==> config.mk <==
export PLATFORM = sky130hd
export DESIGN_NAME = cl_encode
export DESIGN_NICKNAME = d
export VERILOG_FILES = /design/src/rtl/cl_pkg.sv /design/src/rtl/cl_zero_run.sv /design/src/rtl/cl_encode.sv
export SDC_FILE = /design/constraint.sdc
export NUM_CORES = 1
export LEC_CHECK = 0
export BUFFER_PORTS_ARGS = -buffer_cell sky130_fd_sc_hd__buf_2
export CAP_MARGIN = 0
export CORE_MARGIN = 4
export CORE_UTILIZATION = 40
export CTS_CLUSTER_DIAMETER = 60
export DETAILED_ROUTE_END_ITERATION = 6
export SLEW_MARGIN = 25
export SYNTH_ARGS = -nofsm -noshare
export SYNTH_HDL_FRONTEND = slang
export SYNTH_SLANG_ARGS = --single-unit
==> constraint.sdc <==
create_clock -name clk -period 3.15 [get_ports clk]
set_input_delay 0.63 -clock clk [delete_from_list [all_inputs] [get_ports clk]]
set_output_delay 0.63 -clock clk [all_outputs]
set_load 0.01 [all_outputs]
==> src/rtl/cl_pkg.sv <==
// Shared constants and state type for the code-length encoder.
// Sizes: 29 literal + 16 distance lengths, 4-bit symbols, 9 = zero-run escape.
package cl_pkg;

  localparam int         CL_NUM_LIT  = 29;
  localparam int         CL_NUM_DIST = 16;
  localparam int         CL_NUM      = 45;
  localparam logic [3:0] CL_ESC      = 4'd9;
  localparam logic [3:0] CL_MAX_LEN  = 4'd8;
  localparam int         CL_RUN_MIN  = 3;
  localparam int         CL_RUN_MAX  = 10;

  typedef enum logic [2:0] {
    IDLE,
    CHECK,
    EMIT,
    ESC,
    FIN
  } cl_enc_state_t;

endpackage

==> src/rtl/cl_zero_run.sv <==
// Zero-run lookahead: counts consecutive zero lengths starting at IP.
// Ports: i_win = buf[IP..IP+9] (entry k at [4k+3:4k]), i_ip, o_run = run capped at 10 and 45-IP.
module cl_zero_run
  import cl_pkg::*;
(
  input  logic [4*CL_RUN_MAX-1:0] i_win,
  input  logic [5:0]              i_ip,
  output logic [3:0]              o_run
);

  logic [6:0] w_left;
  logic       w_zero;

  always_comb begin
    w_left = 7'(CL_NUM) - {1'b0, i_ip};
    w_zero = 1'b1;
    o_run  = 4'd0;
    for (int k = 0; k < CL_RUN_MAX; k++) begin
      // window slots past entry 44 never extend the run
      w_zero = w_zero & (i_win[4*k +: 4] == 4'd0)
                      & (7'(k) < w_left);
      if (w_zero) o_run = o_run + 4'd1;
    end
  end

endmodule

==> src/rtl/cl_encode.sv <==
// Code-length stream encoder: serialises 45 lengths as 4-bit FIFO symbols.
// Ports: clk, rst_n (sync, active-low), start, litTree, distTree, wfull in;
// winc, wdata, busy, done, err out. Macro CL_ZERO_RLE_EN enables zero-run escapes.
module cl_encode
  import cl_pkg::*;
(
  input  logic                      clk,
  input  logic                      rst_n,
  input  logic                      start,
  input  logic [4*CL_NUM_LIT-1:0]   litTree,
  input  logic [4*CL_NUM_DIST-1:0]  distTree,
  input  logic                      wfull,
  output logic                      winc,
  output logic [3:0]                wdata,
  output logic                      busy,
  output logic                      done,
  output logic                      err
);

  cl_enc_state_t       r_state;
  logic [4*CL_NUM-1:0] r_buf;
  logic [5:0]          r_ip;
  logic [3:0]          r_run_r;
  logic                r_busy;
  logic                r_done;
  logic                r_err;

  logic [3:0]          w_cur;
  logic [3:0]          w_run;
  logic                w_esc;
  logic                w_bad;
  logic [5:0]          w_ip_nx;

  assign w_cur = 4'(r_buf >> {r_ip, 2'b00});

`ifdef CL_ZERO_RLE_EN
  logic [4*CL_RUN_MAX-1:0] w_win;

  assign w_win = (4*CL_RUN_MAX)'(r_buf >> {r_ip, 2'b00});

  cl_zero_run u_zero_run (
    .i_win (w_win),
    .i_ip  (r_ip),
    .o_run (w_run)
  );

  assign w_esc = (w_cur == 4'd0) && (w_run >= 4'(CL_RUN_MIN));
`else
  assign w_run = 4'd0;
  assign w_esc = 1'b0;
`endif

  always_comb begin
    w_bad = 1'b0;
    for (int i = 0; i < CL_NUM; i++) begin
      if (r_buf[4*i +: 4] > CL_MAX_LEN) w_bad = 1'b1;
    end
  end

  assign w_ip_nx = (r_state == ESC) ? r_ip + {2'b00, r_run_r}
                                    : r_ip + 6'd1;

  // winc/wdata are decoded straight from state so a full FIFO
  // blocks the write in the same cycle
  always_comb begin
    winc  = 1'b0;
    wdata = 4'd0;
    case (r_state)
      EMIT: begin
        winc  = !wfull;
        wdata = w_esc ? CL_ESC : w_cur;
      end
      ESC: begin
        winc  = !wfull;
        wdata = r_run_r - 4'(CL_RUN_MIN);
      end
      default: ;
    endcase
  end

  always_ff @(posedge clk) begin
    if (!rst_n) begin
      r_state <= IDLE;
      r_buf   <= '0;
      r_ip    <= '0;
      r_run_r <= '0;
      r_busy  <= 1'b0;
      r_done  <= 1'b0;
      r_err   <= 1'b0;
    end else begin
      r_done <= 1'b0;
      r_err  <= 1'b0;
      case (r_state)
        IDLE: if (start) begin
          r_buf   <= {distTree, litTree};
          r_ip    <= '0;
          r_busy  <= 1'b1;
          r_state <= CHECK;
        end
        CHECK: if (w_bad) begin
          r_err   <= 1'b1;
          r_busy  <= 1'b0;
          r_state <= IDLE;
        end else begin
          r_state <= EMIT;
        end
        EMIT: if (!wfull) begin
          if (w_esc) begin
            r_run_r <= w_run;
            r_state <= ESC;
          end else begin
            r_ip <= w_ip_nx;
            if (w_ip_nx == 6'(CL_NUM)) begin
              r_done  <= 1'b1;
              r_state <= FIN;
            end
          end
        end
        ESC: if (!wfull) begin
          r_ip <= w_ip_nx;
          if (w_ip_nx == 6'(CL_NUM)) begin
            r_done  <= 1'b1;
            r_state <= FIN;
          end else begin
            r_state <= EMIT;
          end
        end
        FIN: begin
          r_busy  <= 1'b0;
          r_state <= IDLE;
        end
        default: r_state <= IDLE;
      endcase
    end
  end

  assign busy = r_busy;
  assign done = r_done;
  assign err  = r_err;

endmodule

## Word-level counts from Yosys, hierarchy flattened

Cells that the tools add are included.
Widths: inputs -> output; s select.

- Add/subtract/negate cells: 1
- Reduce and logical (&&, ||, !) cells: 11
- Eq/ne operators: 11
- Multiply operators: 0
- Bitwise operators: 2
- Div/mod/pow operators: 0
- Shift operators: 1
- $lt $le $gt $ge: 45
- Muxes and demuxes: 63

Operators by type and width:

| cell | count |
|---|---|
| $gt 4x4->1 const B | 45 |
| $shr 180x8->4 | 1 |
| $mux 1 | 50 |
| $mux 6 | 3 |
| $mux 3 | 5 |
| $ne 2x2->1 const B | 6 |
| $pmux 3 s4 | 1 |
| $pmux 6 s2 | 1 |
| $pmux 4 s2 | 1 |
| $add 6x1->6 const B | 1 |
| $eq 3x2->1 const B | 2 |
| $eq 6x6->1 const B | 1 |
| $reduce_and 3->1 | 2 |
| $reduce_and 2->1 | 2 |
| $reduce_and 4->1 | 1 |
| $eq 3x1->1 const B | 1 |
| $eq 3x3->1 const B | 1 |
| $logic_not 3->1 | 1 |
| $pmux 1 s3 | 1 |
| $reduce_bool 3->1 | 1 |
| $reduce_or 3->1 | 1 |
| $mux 2 | 1 |
| $not 1->1 | 2 |
| $reduce_bool 2->1 | 1 |
| other kinds (2) | 2 |

- Bits in read-only memories: 0
- Word-level logic and storage cells: 140
- Input port bits: 184
- Bits in latches: 0
- Bits in writable memories: 0
- Flip-flop bits (word level): 192
- Memories: 0
- Output and inout bits: 8

## Logic depth before layout (Yosys ltp)

- Depth after elaboration: 48
- Gate-level depth with buffers: 8

## Least setup slack after synthesis

OpenSTA, ideal clock, no wires.

- Kind: register -> output
- Start: reg r_ip[0]
- End: out wdata[0]
- Cell stages (with the launch flop): 6
- Slack: 0.649 ns
- Path buffers: 1
- Arrival time: 1.871 ns
- Cells stage by stage: dfxtp_1 > buf_6 > mux4_1 > mux4_2 > o2111ai_1 > nand3_1

- Longest elaborated chain between the ends: 2

Ends and longest elaborated chain:

| element | line | text |
|---|---|---|
| start: declaration | cl_encode.sv:22 | `logic [5:0] r_ip;` |
| start signal: assignment | cl_encode.sv:112 | `r_ip <= w_ip_nx;` |
| start signal: assignment | cl_encode.sv:120 | `r_ip <= w_ip_nx;` |
| $shr 180x8->4 | cl_encode.sv:34 | `assign w_cur = 4'(r_buf >> {r_ip, 2'b00});` |
| $pmux 4 s2 | cl_encode.sv:68 | `case (r_state)` |
| end: declaration | cl_encode.sv:14 | `output logic [3:0] wdata,` |

No other way between the ends.

## Final worst setup path

- Start: reg r_ip[0]
- End: out wdata[2]

Same word-level chain as after synthesis.

==> impl_metrics.toml <==
[status]
status = "finished, final reports clean"

[timing]
tns_ns = 0
rsz0062_at_grt = "true"
worst_pin_slew_ns = 0.7179
setup_slack_ns = 0.009857
max_freq_ghz = 0.3185
min_period_ns = 3.140
finalHoldViolCount = 0
max_slew_margin_pct = 51.73
fin_crit_sh_pct = 99.69
finalSetupViolCount = 0
fin_skew_ns = 0.006081
drv_slew = 0

[critical_path]
r2r_start = "r_buf[56]$_SDFFE_PN0P_"
r2r_end = "err$_SDFF_PN0_"
path_max_fanout = 5
crit_arrival_ns = 2.51
reg2reg_slack_ns = 0.90
crit_path_end_kind = "primary output"
critical_path_class = "reg2out"
cp.required_ns = 2.52
ff2ff_path_depth = 5
start_kind = "register"

[route]
vias = 8196
firstDrtPassIters = 5
viasPerCell = 5.542
drt-total-wl_um = 28520
drt_iter0_markers = 691
drc = 0
routedWlPerCell_um = 19.28
postRouteAntennaNets = 0

[worst_hold_path]
hold_path_class = "in2reg"
worstHoldStart = "litTree[45]"
holdPathStages = 3
holdPathEnd = "r_buf[45]$_SDFFE_PN0P_"

[pwr]
p_int_uw = 3951
power.total_uw = 5445
switching_share_pct = 27.44
seqPwrFrac_pct = 51.1
ir_worst_vdd_mv = 0.3056
cellLeakagePower_uw = 0.004266
switching_power_uw = 1494
comb_power_share_pct = 13.2
clockPowerShare_pct = 35.7
powerDensity_mw_per_mm2 = 516.5

[floorplanning]
pin_count = 192
rows = 53
die_w_um = 155.4
chipHeight_um = 155.4
placeableCoreArea_sq_mm = 0.02122
fp.dieArea_sq_mm = 0.02416
start_util_pct = 40.98

[synthesis]
ys_top_cells_by_count = "nand2_1, dfxtp_1, a21oi_1"
synth_nets = 1226
ys.flop_type = "dfxtp_1"
synth-seq-cells = 192
yosysSeqAreaShare_pct = 44.20
yosysTopAreaCell = "dfxtp_1"
synth.distinct_cells = 48
syn_inst = 1041
synth_area_per_cell_sq_um = 8.353
syn_area_sq_mm = 0.008696
async_reset_ff_share_pct = 0
yosys.area.top_type_share_pct = 44.20
synth.area.top_cells = "dfxtp_1, nand2_1, a21oi_1"
yosysMostFrequentCell = "nand2_1"
yosysWarnings = 0
synth_edf_count = 0

[global_routing]
grt_pass1_vias = 7623
grt_first_pass_wirelength_um = 43090
antenna_found_initial = 0
use_met3_pct = 5.452
grt_start_max_net_pins = 93
grt_usage_pct = 23.06
grtUsageMet2_pct = 34.54
grt.busiest_layer = "met2"
grtUsageMet1_pct = 33.37
overflow = 0

[layout]
fin_util_pct = 49.68
final_cells = 1479
fin_nets = 1378
nFillCells = 2097
drive_above_1_share_pct = 24.58
area_growth_pct = 21.24
diodes = 0

[clock_tree]
cts_tree = "done"
cts_sinks = 192
clockBufferDepth = 2
numCtsBuffers = 17
postCtsHoldBufs = 0
clkSlewWorstSetupHoldPaths_ns = 0.07
clk_latency_ns = 0.42
htreeDepth = 4
root_buffer = "clkbuf_16"

[placement]
port_buffers = 191
dpl_worst_slack_ns = 0.1186
dp_hpwl_um = 21800
gp_congestion = 0.9298
dpl.cell_count = 1441

[job]
cap_viol_max_count = 0
-- worst max-delay path: stages, from the launching register on --
cell	delay, ns
dfxtp_4	0.40
buf_4	0.13
mux4_2	0.50
mux4_2	0.54
o2111ai_4	0.24
nand3_2	0.12
buf_6	0.16
-- layout make-up --
class | instances | area, sq um | share of cell area (%)
Multi-Input combinational cell | 763 | 4509 | 42.77
Sequential cell | 192 | 3852 | 36.54
Inverter | 5 | 21.27 | 0.2018
Tap cell | 275 | 344.1 | 3.264
Clock buffer | 22 | 464.2 | 4.403
Timing Repair Buffer | 214 | 1291 | 12.25
Clock inverter | 8 | 60.06 | 0.5697
-- registers in the layout, summed over array words and instances (netlist names) --
name and count:
err 1, r_ip 6, r_state 3, busy 1, r_buf 180, done 1
-- metal layers --
metal	share of wire [%]	up-vias
met5	0	-
met4	1.8	0
met3	8.5	35
met2	44	347
met1	46	3874
li1	-	3940
-- placed cells by master (no fill, tap or decap), types with 2 or more instances in the layout --
| master | netlist | final |
|---|---|---|
| mux4_2 | 36 | 41 |
| dfxtp_1 | 192 | 189 |
| nor3_1 | 4 | 4 |
| nand3_2 | 0 | 3 |
| nand4_1 | 11 | 11 |
| mux2_1 | 2 | 2 |
| nand3_1 | 8 | 5 |
| inv_1 | 4 | 4 |
| o2111ai_2 | 0 | 2 |
| o21ai_0 | 6 | 4 |
| nor2b_1 | 4 | 4 |
| clkbuf_16 | 0 | 18 |
| o31ai_1 | 45 | 45 |
| o22ai_1 | 6 | 6 |
| mux4_1 | 7 | 2 |
| mux2i_1 | 15 | 15 |
| o21ai_1 | 3 | 5 |
| clkbuf_1 | 55 | 3 |
| clkinvlp_4 | 0 | 5 |
| buf_12 | 0 | 10 |
| buf_2 | 19 | 189 |
| a21oi_1 | 186 | 186 |
| buf_6 | 2 | 2 |
| o22a_1 | 3 | 3 |
| nand3b_1 | 2 | 2 |
| nand2_1 | 374 | 374 |
| a311oi_1 | 3 | 3 |
| clkbuf_8 | 0 | 2 |
| dfxtp_4 | 0 | 2 |
| a2bb2oi_1 | 3 | 3 |
| buf_4 | 4 | 11 |
| nor3b_1 | 2 | 2 |
| nor4_1 | 6 | 6 |
| nor2_1 | 13 | 13 |
| nand2b_1 | 4 | 4 |
-- how the worst max path moves through the flow --
stage,startpoint,to,cells past startpoint
floorplan,r_ip[0]$_SDFFE_PN0P_,wdata[0],5
global placement,r_ip[0]$_SDFFE_PN0P_,wdata[1],7
detailed placement,r_ip[0]$_SDFFE_PN0P_,wdata[1],7
CTS,r_ip[0]$_SDFFE_PN0P_,wdata[2],6
global route,r_ip[0]$_SDFFE_PN0P_,wdata[3],6
finish,r_ip[0]$_SDFFE_PN0P_,wdata[2],6
-- power by group through the flow --
stage,clock network (uW),registers (uW),logic [uW]
after floorplan,0,2730,467
after global placement,0,2830,699
after detailed placement,0,2830,709
after CTS,1980,2770,718
after global routing,2070,2790,810
final,1950,2780,717
-- logic make-up after synthesis --
family	after synthesis	synth area share [%]
flip-flops	192	44.20
XOR/XNOR	1	0.1007
adder cells (fa/ha/maj)	1	0.1439
AO/OA/AOI/OAI	266	17.55
buffers and inverters	86	4.374
AND/OR/NAND/NOR	435	20.20
multiplexers	60	13.42
-- per-stage QoR --
step / area [sq um] / hold slack, ns
2_1_floorplan: 8696 / 0.4445
3_3_place_gp: 9837 / 0.4586
3_5_place_dp: 9837 / 0.4618
4_1_cts: 10470 / 0.4177
5_1_grt: 10540 / 0.4287
6_report: 10540 / 0.4325
-- repair_timing --
| action | in CTS | in global routing |
|---|---|---|
| buffers inserted | 5 | 2 |
| pin swaps | 1 | 4 |
| gates resized for setup | 13 | 15 |
| setup endpoints to repair | 4 | 4 |
| cloned | 0 | 1 |
| hold endpoints to repair | 0 | 0 |
Power figures use the tool's default switching activity.
